File: src/rtl/fnd_pkg.sv
// Shared constants for the FND scan decoder: segment patterns, digit codes,
// one-cold digit enables, FSM state encodings and small an-bus helpers.
package fnd_pkg;

    localparam logic [6:0] SEG_0     = 7'h40;
    localparam logic [6:0] SEG_1     = 7'h79;
    localparam logic [6:0] SEG_2     = 7'h24;
    localparam logic [6:0] SEG_3     = 7'h30;
    localparam logic [6:0] SEG_4     = 7'h19;
    localparam logic [6:0] SEG_5     = 7'h12;
    localparam logic [6:0] SEG_6     = 7'h02;
    localparam logic [6:0] SEG_7     = 7'h78;
    localparam logic [6:0] SEG_8     = 7'h00;
    localparam logic [6:0] SEG_9     = 7'h10;
    localparam logic [6:0] SEG_A     = 7'h08;
    localparam logic [6:0] SEG_H     = 7'h09;
    localparam logic [6:0] SEG_C     = 7'h46;
    localparam logic [6:0] SEG_P     = 7'h0C;
    localparam logic [6:0] SEG_E     = 7'h06;
    localparam logic [6:0] SEG_BLANK = 7'h7F;

    localparam logic [3:0] CODE_A     = 4'hA;
    localparam logic [3:0] CODE_H     = 4'hB;
    localparam logic [3:0] CODE_C     = 4'hC;
    localparam logic [3:0] CODE_P     = 4'hD;
    localparam logic [3:0] CODE_E     = 4'hE;
    localparam logic [3:0] CODE_BLANK = 4'hF;

    localparam logic [3:0] AN_D1    = 4'b1110;
    localparam logic [3:0] AN_D10   = 4'b1101;
    localparam logic [3:0] AN_D100  = 4'b1011;
    localparam logic [3:0] AN_D1000 = 4'b0111;
    localparam logic [3:0] AN_NONE  = 4'b1111;

    localparam logic [1:0] WAIT   = 2'd0;
    localparam logic [1:0] STABLE = 2'd1;
    localparam logic [1:0] HOLD   = 2'd2;

    function automatic logic an_one_cold(input logic [3:0] a);
        return $countones(a) == 3;
    endfunction

    function automatic logic an_multi_low(input logic [3:0] a);
        return $countones(a) <= 2;
    endfunction

    // Digit position 0 = d1 .. 3 = d1000; only meaningful for one-cold inputs
    function automatic logic [1:0] an_index(input logic [3:0] a);
        case (a)
            AN_D10:   return 2'd1;
            AN_D100:  return 2'd2;
            AN_D1000: return 2'd3;
            default:  return 2'd0;
        endcase
    endfunction

endpackage

File: src/rtl/fnd_seg_decode.sv
// Combinational decode of an active-low 7-segment pattern into a 4-bit code
// plus an "unknown pattern" flag; blank decodes to code F without the flag.
module fnd_seg_decode
    import fnd_pkg::*;
(
    input  logic [6:0] pattern,
    output logic [4:0] result
);

    always_comb begin
        result = {1'b0, CODE_BLANK};
        case (pattern)
            SEG_0:     result = {1'b0, 4'd0};
            SEG_1:     result = {1'b0, 4'd1};
            SEG_2:     result = {1'b0, 4'd2};
            SEG_3:     result = {1'b0, 4'd3};
            SEG_4:     result = {1'b0, 4'd4};
            SEG_5:     result = {1'b0, 4'd5};
            SEG_6:     result = {1'b0, 4'd6};
            SEG_7:     result = {1'b0, 4'd7};
            SEG_8:     result = {1'b0, 4'd8};
            SEG_9:     result = {1'b0, 4'd9};
            SEG_A:     result = {1'b0, CODE_A};
            SEG_H:     result = {1'b0, CODE_H};
            SEG_C:     result = {1'b0, CODE_C};
            SEG_P:     result = {1'b0, CODE_P};
            SEG_E:     result = {1'b0, CODE_E};
            SEG_BLANK: result = {1'b0, CODE_BLANK};
            default:   result = {1'b1, CODE_BLANK};
        endcase
    end

endmodule

File: src/rtl/fnd_scan_decoder.sv
// Rebuilds the 4-digit image from a multiplexed active-low an/seg display bus.
// Define FND_SCAN_BIN_EN to add the BCD-to-binary converter (bin_value/bin_valid).
module fnd_scan_decoder
    import fnd_pkg::*;
#(
    parameter int STABLE_CYCLES  = 16,
    parameter int TIMEOUT_CYCLES = 400_000
) (
    input  logic        clk,
    input  logic        reset,
    input  logic [3:0]  an,
    input  logic [7:0]  seg,
    output logic [15:0] digit_code,
    output logic [3:0]  dp,
    output logic [3:0]  digit_unk,
    output logic        frame_valid,
    output logic        frame_num,
    output logic        scan_error,
    output logic        stale
`ifdef FND_SCAN_BIN_EN
    ,
    output logic [13:0] bin_value,
    output logic        bin_valid
`endif
);

    localparam int CW = $clog2(STABLE_CYCLES);
    localparam int TW = $clog2(TIMEOUT_CYCLES + 1);

    logic [3:0]    an_q, an_p;
    logic [7:0]    seg_q, seg_p;
    logic [1:0]    state;
    logic [CW-1:0] stable_cnt;
    logic [7:0]    shadow [4];
    logic [3:0]    mask;
    logic [TW-1:0] stale_cnt;
    logic [4:0]    dec [4];
    logic          an_cold, an_multi, same, capture, commit, next_num;
    logic [15:0]   next_code;

    always_ff @(posedge clk or posedge reset) begin
        if (reset) begin
            an_q  <= AN_NONE;
            seg_q <= 8'hFF;
            an_p  <= AN_NONE;
            seg_p <= 8'hFF;
        end else begin
            an_q  <= an;
            seg_q <= seg;
            an_p  <= an_q;
            seg_p <= seg_q;
        end
    end

    always_comb begin
        an_cold  = an_one_cold(an_q);
        an_multi = an_multi_low(an_q);
        same     = (an_q == an_p) && (seg_q == seg_p);
        capture  = (state == STABLE) && an_cold && same &&
                   (stable_cnt == CW'(STABLE_CYCLES - 1));
        commit   = (mask == 4'b1111);
    end

    // Bad enables and blanking both abort the current digit before the FSM looks at it
    always_ff @(posedge clk or posedge reset) begin
        if (reset) begin
            state      <= WAIT;
            stable_cnt <= '0;
            scan_error <= 1'b0;
        end else if (an_multi) begin
            scan_error <= 1'b1;
            state      <= WAIT;
        end else if (!an_cold) begin
            state <= WAIT;
        end else begin
            case (state)
                WAIT: begin
                    state      <= STABLE;
                    stable_cnt <= '0;
                end
                STABLE: begin
                    if (!same)
                        stable_cnt <= '0;
                    else if (capture)
                        state <= HOLD;
                    else
                        stable_cnt <= stable_cnt + 1'b1;
                end
                HOLD: begin
                    if (an_q != an_p)
                        state <= WAIT;
                end
                default: state <= WAIT;
            endcase
        end
    end

    // A capture landing on the commit edge starts the next frame's mask
    always_ff @(posedge clk or posedge reset) begin
        if (reset) begin
            mask <= 4'b0000;
            for (int i = 0; i < 4; i++)
                shadow[i] <= 8'hFF;
        end else begin
            if (capture)
                shadow[an_index(an_q)] <= seg_q;
            mask <= (commit ? 4'b0000 : mask) | (capture ? ~an_q : 4'b0000);
        end
    end

    for (genvar g = 0; g < 4; g++) begin : g_dec
        fnd_seg_decode u_dec (
            .pattern (shadow[g][6:0]),
            .result  (dec[g])
        );
    end

    always_comb begin
        next_num  = 1'b1;
        next_code = '0;
        for (int i = 0; i < 4; i++) begin
            next_code[4*i +: 4] = dec[i][3:0];
            if (dec[i][3:0] > 4'd9)
                next_num = 1'b0;
        end
    end

    always_ff @(posedge clk or posedge reset) begin
        if (reset) begin
            digit_code  <= 16'hFFFF;
            dp          <= 4'b0000;
            digit_unk   <= 4'b0000;
            frame_valid <= 1'b0;
            frame_num   <= 1'b0;
        end else begin
            frame_valid <= commit;
            if (commit) begin
                digit_code <= next_code;
                frame_num  <= next_num;
                for (int i = 0; i < 4; i++) begin
                    dp[i]        <= ~shadow[i][7];
                    digit_unk[i] <= dec[i][4];
                end
            end
        end
    end

    // Counter restarts on the commit edge so stale drops together with frame_valid
    always_ff @(posedge clk or posedge reset) begin
        if (reset)
            stale_cnt <= '0;
        else if (commit)
            stale_cnt <= '0;
        else if (stale_cnt != TW'(TIMEOUT_CYCLES))
            stale_cnt <= stale_cnt + 1'b1;
    end

    assign stale = (stale_cnt == TW'(TIMEOUT_CYCLES));

`ifdef FND_SCAN_BIN_EN
    logic [15:0] conv_digits;
    logic [1:0]  conv_step;
    logic        conv_busy;
    logic [13:0] acc, acc_next;

    assign acc_next = acc * 14'd10 + {10'd0, conv_digits[15:12]};

    // Horner pass, most significant digit first; a new commit restarts or cancels it
    always_ff @(posedge clk or posedge reset) begin
        if (reset) begin
            conv_digits <= '0;
            conv_step   <= '0;
            conv_busy   <= 1'b0;
            acc         <= '0;
            bin_value   <= '0;
            bin_valid   <= 1'b0;
        end else begin
            bin_valid <= 1'b0;
            if (commit) begin
                conv_busy   <= next_num;
                conv_step   <= '0;
                acc         <= '0;
                conv_digits <= next_code;
            end else if (conv_busy) begin
                acc         <= acc_next;
                conv_digits <= conv_digits << 4;
                conv_step   <= conv_step + 1'b1;
                if (conv_step == 2'd3) begin
                    bin_value <= acc_next;
                    bin_valid <= 1'b1;
                    conv_busy <= 1'b0;
                end
            end
        end
    end
`endif

endmodule

File: config.mk
export PLATFORM = sky130hd
export DESIGN_NAME = fnd_scan_decoder
export DESIGN_NICKNAME = d
export VERILOG_FILES = /design/src/rtl/fnd_pkg.sv /design/src/rtl/fnd_seg_decode.sv /design/src/rtl/fnd_scan_decoder.sv
export SDC_FILE = /design/constraint.sdc
export NUM_CORES = 1
export LEC_CHECK = 0
export ABC_AREA = 1
export BUFFER_PORTS_ARGS = -buffer_cell sky130_fd_sc_hd__clkbuf_2
export CAP_MARGIN = 30
export CELL_PAD_IN_SITES_DETAIL_PLACEMENT = 0
export CELL_PAD_IN_SITES_GLOBAL_PLACEMENT = 1
export CORE_MARGIN = 4
export CORE_UTILIZATION = 49
export CTS_CLUSTER_DIAMETER = 50
export DETAILED_ROUTE_END_ITERATION = 12
export PLACE_DENSITY = 0.9
export SLEW_MARGIN = 0
export SYNTH_ARGS = -nofsm -noshare
export SYNTH_HDL_FRONTEND = slang
export SYNTH_HIERARCHICAL = 1
export SYNTH_SLANG_ARGS = --single-unit
export TNS_END_PERCENT = 20
File: constraint.sdc
create_clock -name clk -period 7.1 [get_ports clk]
set_clock_uncertainty 0.2 [all_clocks]
set_input_delay 0 -clock clk [delete_from_list [all_inputs] [get_ports clk]]
set_output_delay 0 -clock clk [all_outputs]
set_load 0.01 [all_outputs]
==> flow_metrics.tcl <==
set metrics [dict create \
    synth_top_area_frac 0.299 \
    drive_gt1_frac 0.272 \
    cts_resized 0 \
    ys_warn_count 6 \
    fp.dieW_um 122 \
    maxCapViolCount 0 \
    grt-ovfl-total 0 \
    crit_path_end_kind "register" \
    p_per_area_nw_per_um2 170 \
    core_um2 12600 \
    drc 0 \
    critPathMaxStageDelay_ps 600 \
    cts_tree "built" \
    rows 41 \
    setup_viol 0 \
    critPathLaunch "an_q[3]" \
    cp_common_cell "nand2_1" \
    p_sw_mw 0.283 \
    wl_per_cell_um 12.4 \
    critical_path_arrival_ps 3140 \
    rsz0062_at_grt "false" \
    vias 5312 \
    swShare 0.234 \
    synth_top_cell_by_area "dfstp_2" \
    dr.pass1.iters 5 \
    ys_types 37 \
    antennaDiodeCount 0 \
    slowest_stage "dfstp_2" \
    crit_type "reg2reg" \
    p_int_mw 0.925 \
    via_per_inst 5.00 \
    start_util 0.502 \
    rr_startpoint "an_q[3]" \
    hold_path_class "in2async" \
    r2r-end "stable_cnt[1]" \
    rrSetupSlack_ps 4040 \
    tightest_slew_ps 840 \
    combPwrFrac 0.046 \
    ios 42 \
    grt_pass1_wl_mm 23.5 \
    drt_iter0_markers 374 \
    routed_wl_mm 13.1 \
    endpoint "stable_cnt[1]" \
    cts-buffers-inserted 9 \
    routabilityCongestion 0.899 \
    die_area_um2 14800 \
    dp_hpwl_mm 9.65 \
    grt_max_degree 72 \
    p_total_mw 1.21 \
    finalCriticalPeriod_ps 3060 \
    grt_pass1_vias 5168 \
    cts-root-buf "clkbuf_16" \
    synth_area_um2 6330 \
    pwr-share-clk 0.407 \
    postSynthAreaPerCell_um2 7.63 \
    grt_usage 0.194 \
    areaGrowthSynthToFinish_pct 12.4 \
    p_leak_nw 3.54 \
    htreeDepth 3 \
    share_seq_of_total_power 0.547 \
    clkTransAtPathRegs_ps 80 \
    ant_nets 0 \
    nets 908 \
    antenna_found_initial 0 \
    clk_latency_ps 350 \
    syn-instance-count 830 \
    drv_slew 0 \
    cts.sinks 112 \
    syn-num-nets 853 \
    maxSlewHeadroom 0.440 \
    crit_chain "fa_1 -> ha_1 -> ha_1 -> nand2_1 -> nor2_1 -> nand2_1 -> nor2_4 -> nand3_2 -> nand2_2 -> nand2_1 -> o21ai_0" \
    ys_ff_latch 112 \
    cp_data_required_time_ps 7170 \
    portBuffers 41 \
    fmax_ghz 0.326 \
    cts.path.max_buffers 2 \
    die_y_um 122 \
    synth.yosys.seq_area_share 0.457 \
    rr_worst_depth 11 \
    path_max_fanout 13 \
    hold_viol 0 \
    period_share 0.432 \
    irDropWorstVdd_v 0.000158 \
    synthTopCellsByArea "dfstp_2 30%, nand2_1 16%, dfrtp_1 16%" \
    cp-start-kind "register" \
    timing.hold.ws_ps 41.4 \
    outcome "finished, final reports clean" \
    fin_setup_tns_ps 0 \
]
## Yosys cell counts (all sizes together)
master,number
nor2,125
and3,1
xor2,3
o22ai,1
clkbuf,6
nand3,41
nor4,2
o31ai,1
dfstp,72
dfrtp,40
nor3,18
ha,8
buf,6
o21ai,53
nand4,35
and2,5
inv,96
or2,1
xnor2,2
a21oi,18
fa,1
a31oi,1
nand2,293
o21a,1
## logic make-up after synthesis
kind of cell,count (synthesis),synth area share
adders and majority gates,9,0.0190
DFF,112,0.457
xor gates and xnor gates,5,0.00692
buffers and inverters,108,0.0688
and+or+nand+nor,521,0.384
AOI/OAI and AO/OA,75,0.0646
## how the worst min path moves through the flow
stage,slack [ps],cells past startpoint,startpoint,end
after global routing,60,2,seg[1],seg_q[1]
after CTS,40,3,reset,digit_unk[0]
final,40,3,reset,digit_unk[0]
after global placement,-140,2,reset,frame_valid
after detailed placement,-120,2,reset,frame_valid
after floorplan,-200,0,an[0],an_q[0]
## layer usage
layer / share of wire / global-route usage
met5: 0 / 0
met4: 0.014 / 0.0532
met3: 0.033 / 0.0376
met2: 0.47 / 0.323
met1: 0.48 / 0.259
## cell type report
class                   count  area, µm²
clock inverters             5       46.3
well taps                 172        215
inverters                  96        363
multi-input cells         610       3000
clock buffers              11        243
repair buffers             56        350
fillers                  1197       5510
flip-flops and latches    112       2890
## registers in the layout (all words and copies together) (netlist names), 2 cells and up
signal / cells
dp: 4
digit_code: 16
stale_cnt: 19
seg_q: 8
seg_p: 8
state: 2
digit_unk: 4
shadow: 32
stable_cnt: 4
mask: 4
an_q: 4
an_p: 4
## power groups by stage
stage               combinational (mW)  sequential, mW  clock (mW)
finish                          0.0555           0.661       0.492
global route                    0.0641           0.662       0.540
CTS                             0.0568           0.661       0.513
detailed placement              0.0509           0.672           0
global placement                0.0493           0.671           0
floorplan                       0.0356           0.669           0
## worst max-delay path, delay by kind of cell, from the launching register on
family	cells	cell delay (ps)
flops	1	600
fa+ha+maj	3	960
compound gates	1	70
simple gates	7	1150
## cells in the final DEF, fill, tap and decap left out, drive strengths merged
cell type,netlist,final
dfrtp,40,40
clkbuf,6,52
xor2,3,3
nand3,41,41
o22ai,1,1
ha,8,8
inv,96,99
dfstp,72,72
buf,6,2
nor4,2,2
a31oi,1,1
xnor2,2,2
o21a,1,1
a21oi,18,18
clkinv,0,2
or2,1,1
nor2,125,125
dlygate4sd3,0,13
nand4,35,35
and3,1,1
nand2,293,293
nor3,18,18
o31ai,1,1
fa,1,1
o21ai,53,53
and2,5,5
## through the flow
| step | setup slack [ps] | utilization | instance area (µm²) | instances |
|---|---|---|---|---|
| CTS | 4030 | 0.564 | 7110 | 1062 |
| floorplan | 4060 | - | 6330 | 830 |
| finish | 4040 | 0.564 | 7110 | 1062 |
| global placement | 4170 | 0.530 | 6690 | 1033 |
| detailed placement | 4040 | 0.530 | 6690 | 1033 |
| global route | 3830 | 0.564 | 7110 | 1062 |
## what timing repair did
item                                   CTS  global route
hold buffers                            13             0
endpoints found under the hold margin   53             0
buffers inserted                         0             0
(Power assumes the default switching activity.)
